<file path="src/rtl/fractmem_arbiter.sv">
// Single-port frame-memory arbiter: display reads have absolute priority, compute-engine
// writes are buffered in a small FIFO, and a frame clear zeroes every pixel in display gaps.
module fractmem_arbiter #(
    parameter int ADDR_W     = 19,
    parameter int DEPTH      = 19200,
    parameter int WBUF_DEPTH = 4
) (
    input  logic              clk,
    input  logic              rst_n,
    input  logic              disp_active,
    input  logic [ADDR_W-1:0] disp_addr,
    output logic              disp_pixel,
    input  logic              wr_valid,
    output logic              wr_ready,
    input  logic [ADDR_W-1:0] wr_addr,
    input  logic              wr_data,
    input  logic              clear_req,
    output logic              clear_busy,
    output logic              clear_done,
    output logic [ADDR_W-1:0] mem_addr,
    output logic              mem_we,
    output logic              mem_wdata,
    input  logic              mem_rdata
);

    localparam int PTR_W = (WBUF_DEPTH > 1) ? $clog2(WBUF_DEPTH) : 1;
    localparam int CNT_W = $clog2(WBUF_DEPTH + 1);

    typedef enum logic [1:0] {IDLE, DRAIN, CLEAR, DONE} state_t;

    state_t              state_q, state_d;
    logic [ADDR_W-1:0]   clr_cnt_q, clr_cnt_d;
    logic [PTR_W-1:0]    wr_ptr_q, wr_ptr_d;
    logic [PTR_W-1:0]    rd_ptr_q, rd_ptr_d;
    logic [CNT_W-1:0]    count_q, count_d;
    logic                disp_valid_q, disp_valid_d;
    logic                disp_pixel_q, disp_pixel_d;
    logic                clear_busy_q, clear_busy_d;
    logic                clear_done_q, clear_done_d;

    logic [ADDR_W-1:0]   fifo_addr_q [WBUF_DEPTH];
    logic                fifo_data_q [WBUF_DEPTH];

    logic                push;
    logic                pop;
    logic                clr_wr;

    // Writes are only accepted in IDLE so a clear never races with new pixels.
    assign wr_ready = rst_n && (count_q < CNT_W'(WBUF_DEPTH)) && (state_q == IDLE);
    assign push     = wr_valid && wr_ready;
    assign pop      = !disp_active && (count_q != '0) && ((state_q == IDLE) || (state_q == DRAIN));
    assign clr_wr   = !disp_active && (state_q == CLEAR);

    assign disp_pixel = disp_pixel_q;
    assign clear_busy = clear_busy_q;
    assign clear_done = clear_done_q;

    always_comb begin
        mem_addr  = '0;
        mem_we    = 1'b0;
        mem_wdata = 1'b0;
        if (disp_active) begin
            mem_addr = disp_addr;
        end else if (pop) begin
            mem_addr  = fifo_addr_q[rd_ptr_q];
            mem_we    = 1'b1;
            mem_wdata = fifo_data_q[rd_ptr_q];
        end else if (clr_wr) begin
            mem_addr = clr_cnt_q;
            mem_we   = 1'b1;
        end
    end

    always_comb begin
        state_d   = state_q;
        clr_cnt_d = clr_cnt_q;
        case (state_q)
            IDLE: begin
                if (clear_req) state_d = DRAIN;
            end
            DRAIN: begin
                if (count_q == '0) begin
                    state_d   = CLEAR;
                    clr_cnt_d = '0;
                end
            end
            CLEAR: begin
                if (clr_wr) begin
                    if (clr_cnt_q == ADDR_W'(DEPTH - 1)) state_d = DONE;
                    else                                 clr_cnt_d = clr_cnt_q + 1'b1;
                end
            end
            DONE:    state_d = IDLE;
            default: state_d = IDLE;
        endcase
    end

    always_comb begin
        wr_ptr_d = wr_ptr_q;
        rd_ptr_d = rd_ptr_q;
        count_d  = count_q;
        if (push) wr_ptr_d = (wr_ptr_q == PTR_W'(WBUF_DEPTH - 1)) ? '0 : wr_ptr_q + 1'b1;
        if (pop)  rd_ptr_d = (rd_ptr_q == PTR_W'(WBUF_DEPTH - 1)) ? '0 : rd_ptr_q + 1'b1;
        case ({push, pop})
            2'b10:   count_d = count_q + 1'b1;
            2'b01:   count_d = count_q - 1'b1;
            default: count_d = count_q;
        endcase
    end

    // Read data arrives one cycle after a display grant, so the grant is delayed to match.
    always_comb begin
        disp_valid_d = disp_active;
        disp_pixel_d = disp_valid_q ? mem_rdata : disp_pixel_q;
        clear_busy_d = (state_d == DRAIN) || (state_d == CLEAR);
        clear_done_d = (state_d == DONE);
    end

    always_ff @(posedge clk or negedge rst_n) begin
        if (!rst_n) begin
            state_q      <= IDLE;
            clr_cnt_q    <= '0;
            wr_ptr_q     <= '0;
            rd_ptr_q     <= '0;
            count_q      <= '0;
            disp_valid_q <= 1'b0;
            disp_pixel_q <= 1'b0;
            clear_busy_q <= 1'b0;
            clear_done_q <= 1'b0;
        end else begin
            state_q      <= state_d;
            clr_cnt_q    <= clr_cnt_d;
            wr_ptr_q     <= wr_ptr_d;
            rd_ptr_q     <= rd_ptr_d;
            count_q      <= count_d;
            disp_valid_q <= disp_valid_d;
            disp_pixel_q <= disp_pixel_d;
            clear_busy_q <= clear_busy_d;
            clear_done_q <= clear_done_d;
        end
    end

    always_ff @(posedge clk) begin
        if (push) begin
            fifo_addr_q[wr_ptr_q] <= wr_addr;
            fifo_data_q[wr_ptr_q] <= wr_data;
        end
    end

endmodule

</file>
<file path="config.mk">
export PLATFORM = sky130hd
export DESIGN_NAME = fractmem_arbiter
export DESIGN_NICKNAME = d
export VERILOG_FILES = /design/src/rtl/fractmem_arbiter.sv
export SDC_FILE = /design/constraint.sdc
export NUM_CORES = 1
export LEC_CHECK = 0
export ABC_AREA = 1
export BUFFER_PORTS_ARGS = -buffer_cell sky130_fd_sc_hd__buf_2
export CORE_MARGIN = 2
export CORE_UTILIZATION = 30
export CTS_CLUSTER_SIZE = 12
export DETAILED_ROUTE_END_ITERATION = 7
export SYNTH_ARGS = -nofsm -noshare
export SYNTH_HDL_FRONTEND = slang
export SYNTH_SLANG_ARGS = --single-unit
</file>
<file path="constraint.sdc">
create_clock -name clk -period 2.89 [get_ports clk]
set_input_delay 0 -clock clk [delete_from_list [all_inputs] [get_ports clk]]
set_output_delay 0 -clock clk [all_outputs]
set_load 0.02 [all_outputs]
</file>
==> results_tabular.tex <==
\begin{tabular}{lr}
\hline
Metric & Value \\
\hline
\multicolumn{2}{l}{\textbf{Outcome}} \\
\quad Run status & finished clean \\
\multicolumn{2}{l}{\textbf{Timing}} \\
\quad Worst-margin pin slew & 0.783 ns \\
\quad Max Fclk & 434 MHz \\
\quad Final number of max-transition violations & 0 \\
\quad Unrepaired setup endpoints after global routing & false \\
\quad Worst clock skew & 0.00874 ns \\
\quad Total count of hold-check failures in the final report & 0 \\
\quad Final critical-path required period & 2.31 ns \\
\quad Setup tns final & 0 ns \\
\quad Total of endpoints with negative setup slack in the final report & 0 \\
\quad Setup slack after layout & 0.584 ns \\
\quad Worst slew margin relative to its limit & 0.478 \\
\quad Final clock period utilization by the worst path & 0.798 \\
\multicolumn{2}{l}{\textbf{Synth}} \\
\quad Flip-flop and latch count after synthesis & 112 \\
\quad Synth Warn \# & 0 \\
\quad Avg Synthesized Cell Area & 9.80 µm² \\
\quad Top post-synthesis cells by count & nand2\_1 (123), edfxtp\_1 (80), nor2\_1 (79), o21ai\_0 (54), inv\_1 (34) \\
\quad Proportion of synthesized area in mux cells & 0.00216 \\
\quad Area fraction of the dominant cell type after synthesis & 0.461 \\
\quad Synthesized netlist net count & 585 \\
\quad Synthesized-area fraction occupied by ao, oa, aoi and oai cells & 0.104 \\
\quad Cell type with the highest aggregate area in the netlist & edfxtp\_1 \\
\quad Leading cell types by total area after synthesis & edfxtp\_1 (46\%), dfrtp\_1 (15\%), nand2\_1 (8.9\%) \\
\quad Post-synthesis xor/xnor area fraction & 0.0151 \\
\quad Largest family of logic cells by synthesized area & simple AND/OR/NAND/NOR gates \\
\quad Commonest register cell after synthesis & edfxtp\_1 \\
\quad Proportion of synthesized chip area in sequential cells & 0.615 \\
\quad Area of the mapped netlist & 5210 µm² \\
\quad Most frequent cell after synthesis & nand2\_1 \\
\quad Post-synth EDFFs & 80 \\
\quad Adder-cell area share of the yosys netlist & 0.0231 \\
\quad Instance count of the mapped netlist & 531 \\
\quad Fraction of synthesis flops using an asynchronous set or reset pin & 0.286 \\
\quad Distinct cells, synth & 28 \\
\quad Share of synthesized cell area in and, or, nand and nor gates & 0.194 \\
\multicolumn{2}{l}{\textbf{Power and ir drop}} \\
\quad Clock group share of total power & 0.270 \\
\quad Sequential fraction of design power & 0.419 \\
\quad Logic gate share of total power & 0.311 \\
\quad Psw & 1.70 mW \\
\quad Sw Share & 0.361 \\
\quad Internal cell power & 3.01 mW \\
\quad PwrDens & 743 nW/µm² \\
\quad Power, Total & 4.70 mW \\
\quad Leakage Power & 2.46 nW \\
\quad Maximum VDD drop & 343 µV \\
\multicolumn{2}{l}{\textbf{Cells and area}} \\
\quad Count of antenna diodes in the layout & 0 \\
\quad Ratio of cells with drive above 1 in the final layout & 0.169 \\
\quad Area occupied by multi-input gates & 1770 µm² \\
\quad Post-synthesis to final-layout area growth & 21.6\% \\
\quad Final \#Nets & 675 \\
\quad FF/Latch Area & 3200 µm² \\
\quad Layout fillers & 1724 \\
\multicolumn{2}{l}{\textbf{Clock network}} \\
\quad Clock latency at the later pin of the worst-skew pair & 0.35 ns \\
\quad Total CTS buffers & 9 \\
\quad H-Tree Depth & 3 \\
\quad Clock slew seen by the registers of the worst setup and hold paths & 0.08 ns \\
\quad Post-CTS repair timing setup buffer count & 0 \\
\quad Root Buffer Master & clkbuf\_16 \\
\quad CTS sink count & 112 \\
\quad TritonCTS clock tree & yes \\
\quad Number of buffers on the longest clock path & 2 \\
\multicolumn{2}{l}{\textbf{Routing}} \\
\quad Post-detailed-route count of antenna-violating nets & 0 \\
\quad Number of optimization iterations in the first detailed-route pass & 4 \\
\quad Routed wire length per instance & 14.9 µm \\
\quad Count of routing violations after the opening detailed-route iteration & 261 \\
\quad Vias per cell & 4.68 \\
\quad Vias & 3979 \\
\quad Number of design rule violations left after detail routing & 0 \\
\quad Detailed-route wire length & 12700 µm \\
\multicolumn{2}{l}{\textbf{GRT}} \\
\quad Antenna violations before repair & 0 \\
\quad First-pass GRT wire length & 19900 µm \\
\quad Number of global-route vias before repair & 3785 \\
\quad Grt total ovfl & 0 \\
\quad All-Layer GR Usage & 0.141 \\
\quad Maximum number of pins on one net before global-route repair & 42 \\
\multicolumn{2}{l}{\textbf{Setup path}} \\
\quad Max FO, Critical Path & 26 \\
\quad Crit path cell chain & buf\_4 -> o21ai\_0 -> o22ai\_1 -> nand2\_1 -> o211ai\_1 -> buf\_2 \\
\quad CP endpoint kind & primary output \\
\quad Delay contributed by the slowest stage of the critical path & 0.73 ns \\
\quad Slowest library cell on the worst path & dfrtp\_1 \\
\quad Nature of the critical path startpoint & register \\
\quad Worst Setup Path Type & reg2out \\
\quad Worst Path Arrival & 2.31 ns \\
\quad Worst endpoint required time & 2.89 ns \\
\multicolumn{2}{l}{\textbf{Die}} \\
\quad Width of the die & 136 µm \\
\quad Initial standard-cell utilization of the core & 0.304 \\
\quad Core Region & 17100 µm² \\
\quad Die height & 136 µm \\
\quad Number of placed I/O pins & 70 \\
\quad \# rows & 48 \\
\quad Die footprint & 18400 µm² \\
\multicolumn{2}{l}{\textbf{Job}} \\
\quad Max capacitance violation total & 0 \\
\multicolumn{2}{l}{\textbf{Placed design}} \\
\quad Post-place setup slack & 0.721 ns \\
\quad Weighted congestion reported at the end of routability-driven placement & 0.882 \\
\quad Sum of net half-perimeters after detailed placement & 8770 µm \\
\quad Number of input and output port buffers inserted & 69 \\
\multicolumn{2}{l}{\textbf{Hold path}} \\
\quad Type of the tightest min-delay check & in2reg \\
\hline
\end{tabular}
==> worst max-delay path, delay by kind of cell, from the launching register on <==
| kind | cells | cell delay, ns |
|---|---|---|
| DFF | 1 | 0.73 |
| buffers and inverters | 2 | 0.58 |
| and+or+nand+nor | 1 | 0.14 |
| AOI/OAI and AO/OA | 3 | 0.49 |
==> what timing repair did <==
item / 4_1_cts / 5_1_grt
gates resized for setup: 0 / 0
hold buffers: 23 / 0
endpoints found under the hold margin: 114 / 0
==> routing by layer <==
| layer | global-route usage | vias to the layer above | share of wire |
|---|---|---|---|
| li1 | - | 1988 | - |
| met1 | 0.180 | 1891 | 0.45 |
| met2 | 0.239 | 86 | 0.49 |
| met3 | 0.0318 | 14 | 0.045 |
| met4 | 0.0405 | 0 | 0.014 |
| met5 | 0 | - | 0 |
==> flip-flops by register name, summed over array words and instances, names as in the netlist <==
register,cells
clear_busy,1
clear_done,1
disp_pixel,1
rd_ptr_q,2
wr_ptr_q,2
clr_cnt_q,19
count_q,3
fifo_addr_q,76
fifo_data_q,4
disp_valid_q,1
state_q,2
==> power by group through the flow <==
stage                     sequential (mW)  clock [mW]  combinational (mW)
after floorplan                      1.95           0                1.04
after global placement               2.00           0                1.44
after detailed placement             2.01           0                1.45
after CTS                            1.97        1.29                1.48
after global routing                 1.99        1.35                1.64
final                                1.97        1.27                1.46
==> area by class of cell <==
type,count,share of cell area
Sequential cell,112,0.506
Multi-Input combinational cell,362,0.280
Timing Repair Buffer,101,0.102
Tap cell,225,0.0445
Clock buffer,10,0.0362
Inverter,35,0.0208
Clock inverter,6,0.0115
==> stage by stage <==
stage | instance area [µm²] | cells | util | hold WS [ns]
floorplan | 5210 | 531 | - | -0.296
global placement | 5800 | 812 | 0.339 | 0.151
detailed placement | 5800 | 812 | 0.339 | 0.138
CTS | 6330 | 851 | 0.370 | 0.0373
global route | 6330 | 851 | 0.370 | 0.0443
finish | 6330 | 851 | 0.370 | 0.0305
==> logic make-up (layout without fill, tap and decap cells) <==
kind of cell | after synthesis | count (layout)
buffers and inverters | 57 | 152
and+or+nand+nor | 245 | 245
xor gates and xnor gates | 9 | 9
DFF | 112 | 112
muxes | 1 | 1
adders and majority gates | 9 | 9
AOI/OAI and AO/OA | 98 | 98
==> placed cells by master, fill, tap and decap left out, types with 9 or more instances in the layout <==
master	count
nand2_1	123
o211ai_1	11
dfrtp_1	32
clkbuf_16	9
inv_1	34
buf_2	69
dlygate4sd3_1	23
edfxtp_1	80
o21ai_0	54
o22ai_1	19
nor2_1	76
nand3_1	26
buf_4	9
==> final timing paths <==
kind / start / endpoint / slack (ns) / cells past startpoint
worst min-delay path: disp_active / disp_valid_q / 0.03 / 1
worst max-delay path: rd_ptr_q[0] / mem_addr[0] / 0.58 / 6
max in group asynchronous: rst_n / clr_cnt_q[3] / 2.31 / 3
min in group asynchronous: rst_n / clr_cnt_q[9] / 0.28 / 3
worst min register to register: count_q[0] / count_q[0] / 0.48 / 1
worst max register to register: clr_cnt_q[0] / clr_cnt_q[14] / 0.72 / 8
Power figures use the tool's default switching activity.
